[config.mk]
export PLATFORM = sky130hd
export DESIGN_NAME = alu_op_scheduler
export DESIGN_NICKNAME = d
export VERILOG_FILES = /design/src/rtl/alu_sched_pkg.sv /design/src/rtl/rr_arbiter_2.sv /design/src/rtl/alu_op_scheduler.sv
export SDC_FILE = /design/constraint.sdc
export NUM_CORES = 1
export LEC_CHECK = 0
export BUFFER_PORTS_ARGS = -buffer_cell sky130_fd_sc_hd__buf_4
export CELL_PAD_IN_SITES_DETAIL_PLACEMENT = 0
export CELL_PAD_IN_SITES_GLOBAL_PLACEMENT = 1
export CORE_ASPECT_RATIO = 1.5
export CORE_UTILIZATION = 32
export CTS_CLUSTER_SIZE = 24
export DETAILED_ROUTE_END_ITERATION = 7
export GPL_TIMING_DRIVEN = 0
export PLACE_DENSITY_LB_ADDON = 0.3
export SLEW_MARGIN = 20
export SYNTH_ARGS = -nofsm -noshare
export SYNTH_HDL_FRONTEND = slang
export SYNTH_HIERARCHICAL = 1
export SYNTH_SLANG_ARGS = --single-unit
[constraint.sdc]
create_clock -name CLK -period 1.4 [get_ports CLK]
set_input_delay 0.28 -clock CLK [delete_from_list [all_inputs] [get_ports CLK]]
set_output_delay 0.28 -clock CLK [all_outputs]
set_load 0.01 [all_outputs]
[src/rtl/alu_sched_pkg.sv]
// Shared types and constants for the two-requester ALU operation scheduler.
package alu_sched_pkg;

  localparam int NUM_REQ = 2;

  typedef enum logic [1:0] {
    IDLE  = 2'b00,
    ISSUE = 2'b01,
    WAIT  = 2'b10,
    RESP  = 2'b11
  } sched_state_t;

  // Unit group carried in the top two bits of the ALU operation code
  localparam logic [1:0] GRP_ARITH = 2'b00;
  localparam logic [1:0] GRP_LOGIC = 2'b01;
  localparam logic [1:0] GRP_CMP   = 2'b10;
  localparam logic [1:0] GRP_SHIFT = 2'b11;

endpackage

[src/rtl/rr_arbiter_2.sv]
// Two-way round-robin arbiter: combinational one-hot grant, registered last-grant pointer.
module rr_arbiter_2 (
  input  logic       clk,
  input  logic       rst,
  input  logic [1:0] valid,
  input  logic       update_en,
  output logic [1:0] grant
);

  logic last_grant;

  // Under contention the requester that did not win last time goes first
  always_comb begin
    grant = 2'b00;
    unique case (valid)
      2'b01:   grant = 2'b01;
      2'b10:   grant = 2'b10;
      2'b11:   grant = last_grant ? 2'b01 : 2'b10;
      default: grant = 2'b00;
    endcase
  end

  always_ff @(posedge clk) begin
    if (rst)
      last_grant <= 1'b1;
    else if (update_en)
      last_grant <= grant[1];
  end

endmodule

[src/rtl/alu_op_scheduler.sv]
// Shares one ALU between two requesters: round-robin grant, one-cycle issue, wait for result, respond.
// Optional WAIT timeout with error response is enabled by defining ALU_SCHED_TIMEOUT_EN.
module alu_op_scheduler
  import alu_sched_pkg::*;
#(
  parameter int DATA_WIDTH     = 8,
  parameter int FUN_WIDTH      = 4,
  parameter int TIMEOUT_CYCLES = 16
) (
  input  logic                    CLK,
  input  logic                    RST,
  input  logic [NUM_REQ-1:0]      REQ_VALID,
  output logic [NUM_REQ-1:0]      REQ_READY,
  input  logic [2*FUN_WIDTH-1:0]  REQ_FUN,
  input  logic [2*DATA_WIDTH-1:0] REQ_A,
  input  logic [2*DATA_WIDTH-1:0] REQ_B,
  output logic                    ALU_EN,
  output logic [FUN_WIDTH-1:0]    ALU_FUN,
  output logic [DATA_WIDTH-1:0]   ALU_A,
  output logic [DATA_WIDTH-1:0]   ALU_B,
  input  logic [2*DATA_WIDTH-1:0] ALU_OUT,
  input  logic                    ALU_OUT_VALID,
  output logic [NUM_REQ-1:0]      RSP_VALID,
  output logic [2*DATA_WIDTH-1:0] RSP_DATA,
  output logic                    RSP_ERR,
  output logic                    BUSY
);

  sched_state_t state, next_state;

  logic [NUM_REQ-1:0]    arb_grant;
  logic [NUM_REQ-1:0]    owner;
  logic                  grant_fire;
  logic                  timed_out;
  logic [FUN_WIDTH-1:0]  sel_fun;
  logic [DATA_WIDTH-1:0] sel_a;
  logic [DATA_WIDTH-1:0] sel_b;

  assign grant_fire = (state == IDLE) && (|REQ_VALID);

  rr_arbiter_2 u_arb (
    .clk       (CLK),
    .rst       (RST),
    .valid     (REQ_VALID),
    .update_en (grant_fire && (&REQ_VALID)),
    .grant     (arb_grant)
  );

  assign sel_fun = arb_grant[1] ? REQ_FUN[FUN_WIDTH +: FUN_WIDTH]   : REQ_FUN[0 +: FUN_WIDTH];
  assign sel_a   = arb_grant[1] ? REQ_A[DATA_WIDTH +: DATA_WIDTH]   : REQ_A[0 +: DATA_WIDTH];
  assign sel_b   = arb_grant[1] ? REQ_B[DATA_WIDTH +: DATA_WIDTH]   : REQ_B[0 +: DATA_WIDTH];

`ifdef ALU_SCHED_TIMEOUT_EN
  localparam int CNT_W = $clog2(TIMEOUT_CYCLES + 1);
  logic [CNT_W-1:0] wait_cnt;

  // Cleared while issuing so the count starts from zero on the first WAIT cycle
  always_ff @(posedge CLK) begin
    if (RST || state == ISSUE)
      wait_cnt <= '0;
    else if (state == WAIT && !ALU_OUT_VALID)
      wait_cnt <= wait_cnt + 1'b1;
  end

  assign timed_out = (state == WAIT) && !ALU_OUT_VALID &&
                     (wait_cnt == CNT_W'(TIMEOUT_CYCLES - 1));
`else
  assign timed_out = 1'b0;
`endif

  always_ff @(posedge CLK) begin
    if (RST)
      state <= IDLE;
    else
      state <= next_state;
  end

  always_comb begin
    next_state = state;
    unique case (state)
      IDLE:    if (|REQ_VALID) next_state = ISSUE;
      ISSUE:   next_state = WAIT;
      WAIT:    if (ALU_OUT_VALID || timed_out) next_state = RESP;
      RESP:    next_state = IDLE;
      default: next_state = IDLE;
    endcase
  end

  // The grant is suppressed while reset is asserted since nothing is captured that cycle
  always_comb begin
    REQ_READY = '0;
    if (state == IDLE && !RST)
      REQ_READY = arb_grant;
  end

  assign BUSY = (state != IDLE);

  always_ff @(posedge CLK) begin
    if (RST) begin
      ALU_EN    <= 1'b0;
      ALU_FUN   <= '0;
      ALU_A     <= '0;
      ALU_B     <= '0;
      owner     <= '0;
      RSP_VALID <= '0;
      RSP_DATA  <= '0;
      RSP_ERR   <= 1'b0;
    end else begin
      ALU_EN    <= grant_fire;
      RSP_VALID <= '0;
      RSP_ERR   <= 1'b0;
      if (grant_fire) begin
        owner   <= arb_grant;
        ALU_FUN <= sel_fun;
        ALU_A   <= sel_a;
        ALU_B   <= sel_b;
      end
      if (state == WAIT) begin
        if (ALU_OUT_VALID) begin
          RSP_DATA  <= ALU_OUT;
          RSP_VALID <= owner;
        end else if (timed_out) begin
          RSP_DATA  <= '0;
          RSP_VALID <= owner;
          RSP_ERR   <= 1'b1;
        end
      end
    end
  end

endmodule
; ---- Yosys cells after proc, flatten, opt, wreduce, memory -nomap -nowiden
; Index checks and enable logic that the tools add are counted.
[word_totals]
out_inout_bits = 43
input_bits = 61
wordCells = 39
regBits = 44
[classes]
n_mux = 9
bitwise = 2
n_eq_ne = 8
reduce_logical = 11
[op_table]
columns = op, count
row1 = 2-to-1 mux 8 bit, 2
row2 = "== test 2 bit, second input constant", 4
row3 = 2-to-1 mux 2 bit, 4
row4 = case mux 2 bit (4 select lines), 1
row5 = case mux 2 bit (3 select lines), 1
row6 = AND reduction 2 bit, 3
row7 = "== test 2 x 1 -> 1 bit, second input constant", 2
row8 = 2-to-1 mux 4 bit, 1
row9 = logical AND 1 bit, 3
row10 = OR reduction 3 bit, 1
row11 = zero test 2 bit, 1
row12 = "!= test 2 x 1 -> 1 bit, second input constant", 1
row13 = "!= test 2 bit, second input constant", 1
row14 = NOT 1 bit, 2
row15 = nonzero test 2 bit, 1
row16 = OR reduction 2 bit, 1
row17 = zero test 1 bit, 1

; ---- Logic depth before layout (Yosys ltp)
[depth]
depth_word = 3
ltp_mapped = 7
mapped_depth_nobuf = 5

; ---- Hierarchy
; Netlist, hierarchy kept.
[by_module_without_submodules]
columns = module, instances, cells_each, seq_area_each_um2, area_each_um2
row1 = alu_op_scheduler, 1, 196, 860.8, 1914.3
row2 = rr_arbiter_2, 1, 6, 20.0, 53.8

; ---- Worst setup path before layout
; No wires, ideal clock.
[synth_timing]
kind = input to output
start = in REQ_VALID[1]
end = out REQ_READY[1]
setup_slack_ns = -0.008
n_path_buf = 2
t_arrival_ns = 1.128
required_time_ns = 1.120
stages = 4
path_cell_list = a21boi_1 buf_2 buf_4 nor3b_1
[synth_via]
elab_chain_cells = 3
elab_cells_between_ends = 5
classes_between = eq/ne (3) / mux (2)
[synth_lines]
columns = item, line_no
row1 = "start, declared", alu_op_scheduler.sv:12  ; input logic [NUM_REQ-1:0] REQ_VALID,
row2 = == test 2 bit or == test 2 x 1 -> 1 bit (tied branches), rr_arbiter_2.sv:15  ; unique case (valid)
row3 = case mux 2 bit (3 select lines) *, rr_arbiter_2.sv:15
row4 = 2-to-1 mux 2 bit *, alu_op_scheduler.sv:92  ; if (state == IDLE && !RST)
row5 = "end, declared", alu_op_scheduler.sv:13  ; output logic [NUM_REQ-1:0] REQ_READY,
; Mark *: on every way between the ends. The rest lies on a longest branch, timed or not.

; ---- Worst setup path after layout
[layout_timing]
start = reg u_arb.last_grant
end = out REQ_READY[1]
[layout_via]
elab_chain_cells = 3
[layout_lines]
columns = item, line_no
row1 = "start, declared", rr_arbiter_2.sv:10  ; logic last_grant;
row2 = "start signal, assigned", rr_arbiter_2.sv:27  ; last_grant <= grant[1];
row3 = 2-to-1 mux 2 bit, rr_arbiter_2.sv:18  ; 2'b11: grant = last_grant ? 2'b01 : 2'b10;
row4 = case mux 2 bit (3 select lines), rr_arbiter_2.sv:15
row5 = named net arb_grant[1], alu_op_scheduler.sv:31  ; logic [NUM_REQ-1:0] arb_grant;
row6 = 2-to-1 mux 2 bit, alu_op_scheduler.sv:92
; The timed path passes the listed nets, and every way through them passes these cells.

==> metrics <==
Vias 1,816; fin. max-slew vios 0; largest net degree at the start of global routing 14; final worst slack -0.193 ns; slowest stage cell, crit path dfxtp_2; global-route wire length before repair between 7 and 8 mm; Clock Tree Root clkbuf_8; worst setup path class flop to output pin; area occupied by multi-input gates approximately 0.0010 mm^2; vias per inst between 4 and 5; # setup viols final 8; unrepaired setup endpoints after global routing true; failing checks setup timing; Tcrit/Tclk final 114%; sequential group share of total power about a third; worst min path class primary input to flop; Worst Path Max Fanout 3; nets@finish ~380; CP Capture Type output pin; Comb pwr share a little under half; Netlist Area Pre-Place around 0.002 mm^2; post-route setup TNS -0.361 ns; Hold WS between 0.15 and 0.2 ns; DRC Markers 0; insertion delay of the later-clocked pin in the worst-skew pair around 0.3 ns; Switching Fraction ~33%; WP data arrival around 1.3 ns; placed cell count about 380; Max-cap violations 0; First-pass DRT Iterations 4; Worst Path Required about 1.1 ns; clock share of power approximately 20%; Max stage delay on crit path about 0.34 ns; grt ovf 0; 1st-iter DRT viols 40; gr usage total between 10 and 15%; area grow syn2layout 64.4%; DPL Wire Length 3.63 mm; CTS tree built; Final GP Congestion around 0.69; Area contributors post-synth dfxtp_1, a211oi_2, mux2i_1; status finished with violations; CTS buffer count 5; fin area approximately 0.0032 mm^2; Final ANT Viol Nets 0; Worst slew margin a little over half; final hold vios 0; syn avg cell area a little under 10 um^2; CTS Hold Bufs 0; worst hold start RST; CTS Buffer Depth 2; non-filler cells in the finished layout between 300 and 400; FF+latch count, synth 44; Clock Skew around 0.0095 ns; leakage roughly 0.0014 uW; Die W roughly 66 um; sw power 1770 uW; Cell Pwr Density about 1700 mW/mm^2; internal power between 3000 and 4000 uW; synth warn 6; IO Port Bufs approximately 100; CTS Sinks 44; Clock transition at path regs roughly 0.080 ns; peak supply drop 0.976 mV; post-synth cell types 26; fillers around 570; sequential share of the synthesized area 44.8%; initial antenna violation count 0; fraction of layout cells with a size suffix above 1 roughly three fifths; fin crit period 1.59 ns; Post-Syn Nets about 270; core box area about 0.0059 mm^2; Rows 34; Register Area around 880 um^2; Ant. Diodes 0; number of global-route vias before repair between 1.5k and 2k; Tightest Pin Transition a little under 0.7 ns; Final Util around 55%; CP Launch Type flop; starting density of the core 33.5%; dpl cell area 0.00283 mm^2; fmax roughly 630 MHz; H-tree levels 2; Gate Count Post-Synth 202; Synth top area share between 40% and 50%; r2r startpoint u_arb/last_grant$_SDFFE_PP1P_; CP Launch Point u_arb/last_grant$_SDFFE_PP1P_; die span in y around 98 um; IO Pins ~100; crit-path cells a21boi_2 -> buf_4 -> buf_12 -> nor3b_4 -> buf_6; drt total wl approximately 5.0 mm; DIE AREA 0.00647 mm^2; routed length per instance 12.7 um; leading area contributor after synthesis dfxtp_1
## timing repair
item	4_1_cts	5_1_grt
resized for setup	23	23
setup buffers	3	3
cloned	0	4
setup endpoints to repair	16	32
pin swaps	1	8
## routing by layer
metal | part of all wire, % | global-route usage [%] | wire [um] | vias to the layer above
met4 | 1.3 | 4.91 | 65 | 0
met3 | 7.6 | 3.86 | 380 | 5
met1 | 37 | 15.3 | 1860 | 827
met2 | 54 | 28.3 | 2680 | 67
li1 | - | - | - | 917
met5 | 0 | 0 | 0 | -
## final timing paths
| kind | end | slack [ns] | cells past startpoint |
|---|---|---|---|
| setup / recovery | REQ_READY[1] | -0.19 | 5 |
| hold / removal | u_arb/last_grant$_SDFFE_PP1P_ | 0.18 | 2 |
| setup reg to reg | ALU_A[3]$_SDFFE_PP0P_ | -0.03 | 6 |
| hold reg to reg | RSP_DATA[9]$_SDFFE_PP0P_ | 0.46 | 2 |
## area by class of cell
type | instances | area share [%]
inverters | 4 | 0.541
clock inverters | 1 | 0.928
plain buffers | 15 | 4.72
well taps | 72 | 2.78
flip-flops and latches | 44 | 27.3
multi-input cells | 137 | 32.3
clock buffers | 7 | 2.98
repair buffers | 112 | 28.4
## registers in the layout (all words and copies together) (netlist names)
signal / cells
ALU_FUN: 4
u_arb/last_grant: 1
ALU_A: 8
ALU_B: 8
owner: 2
RSP_VALID: 2
ALU_EN: 1
state: 2
RSP_DATA: 16
## cells in the mapped netlist
cell and number:
dfxtp_1 44, nand2_1 33, mux2i_1 23, a211oi_2 20
a21oi_1 17, nor2_1 15, nor2_2 10, buf_4 6
buf_2 4, inv_1 4, nor3b_1 4, clkbuf_1 3
buf_6 2, ha_1 2, nand2b_1 2, nor2b_1 2
o21a_1 2, a211o_1 1, a21boi_0 1, a21boi_1 1
and2_1 1, and3_1 1, buf_12 1, clkbuf_2 1
conb_1 1, nor3_1 1
## stage by stage
step | total power (uW) | setup slack (ns)
floorplan | 3010 | 0.0890
global placement | 3810 | -0.216
detailed placement | 3840 | -0.219
CTS | 5010 | -0.168
global route | 5720 | -0.246
finish | 5430 | -0.193
## logic make-up (layout without fill, tap and decap cells)
| kind of cell | Yosys count | in the layout | share of synthesized area [%] |
|---|---|---|---|
| AOI/OAI and AO/OA | 42 | 42 | 19.0 |
| adders and majority gates | 2 | 2 | 1.27 |
| buffers and inverters | 21 | 139 | 7.06 |
| DFF | 44 | 44 | 44.8 |
| muxes | 23 | 23 | 11.7 |
| other | 1 | 1 | 0.191 |
| and+or+nand+nor | 69 | 69 | 16.0 |
## layout by cell type, fill, tap and decap left out, types with 3 or more instances in the layout
cell type / n
a211oi_2: 20
a21oi_1: 17
buf_12: 3
buf_4: 110
buf_6: 3
clkbuf_1: 3
clkbuf_16: 4
clkbuf_8: 7
dfxtp_1: 41
dfxtp_2: 3
mux2i_1: 19
mux2i_2: 3
nand2_1: 32
nor2_1: 10
nor2_2: 14
## critical path: cells and delay by family, from the launching register on
kind            cells  cell delay (ns)
compound gates      1             0.15
buf+inv             3             0.37
simple gates        1             0.17
flops               1             0.34
## power groups by stage
stage               Combinational (uW)  Sequential (uW)  Clock [uW]
CTS                               2150             1770        1100
detailed placement                2040             1790           0
floorplan                         1100             1920           0
global route                      2760             1830        1140
finish                            2580             1790        1060
global placement                  2030             1780           0
Note: power is estimated with default switching activity, not from simulation.
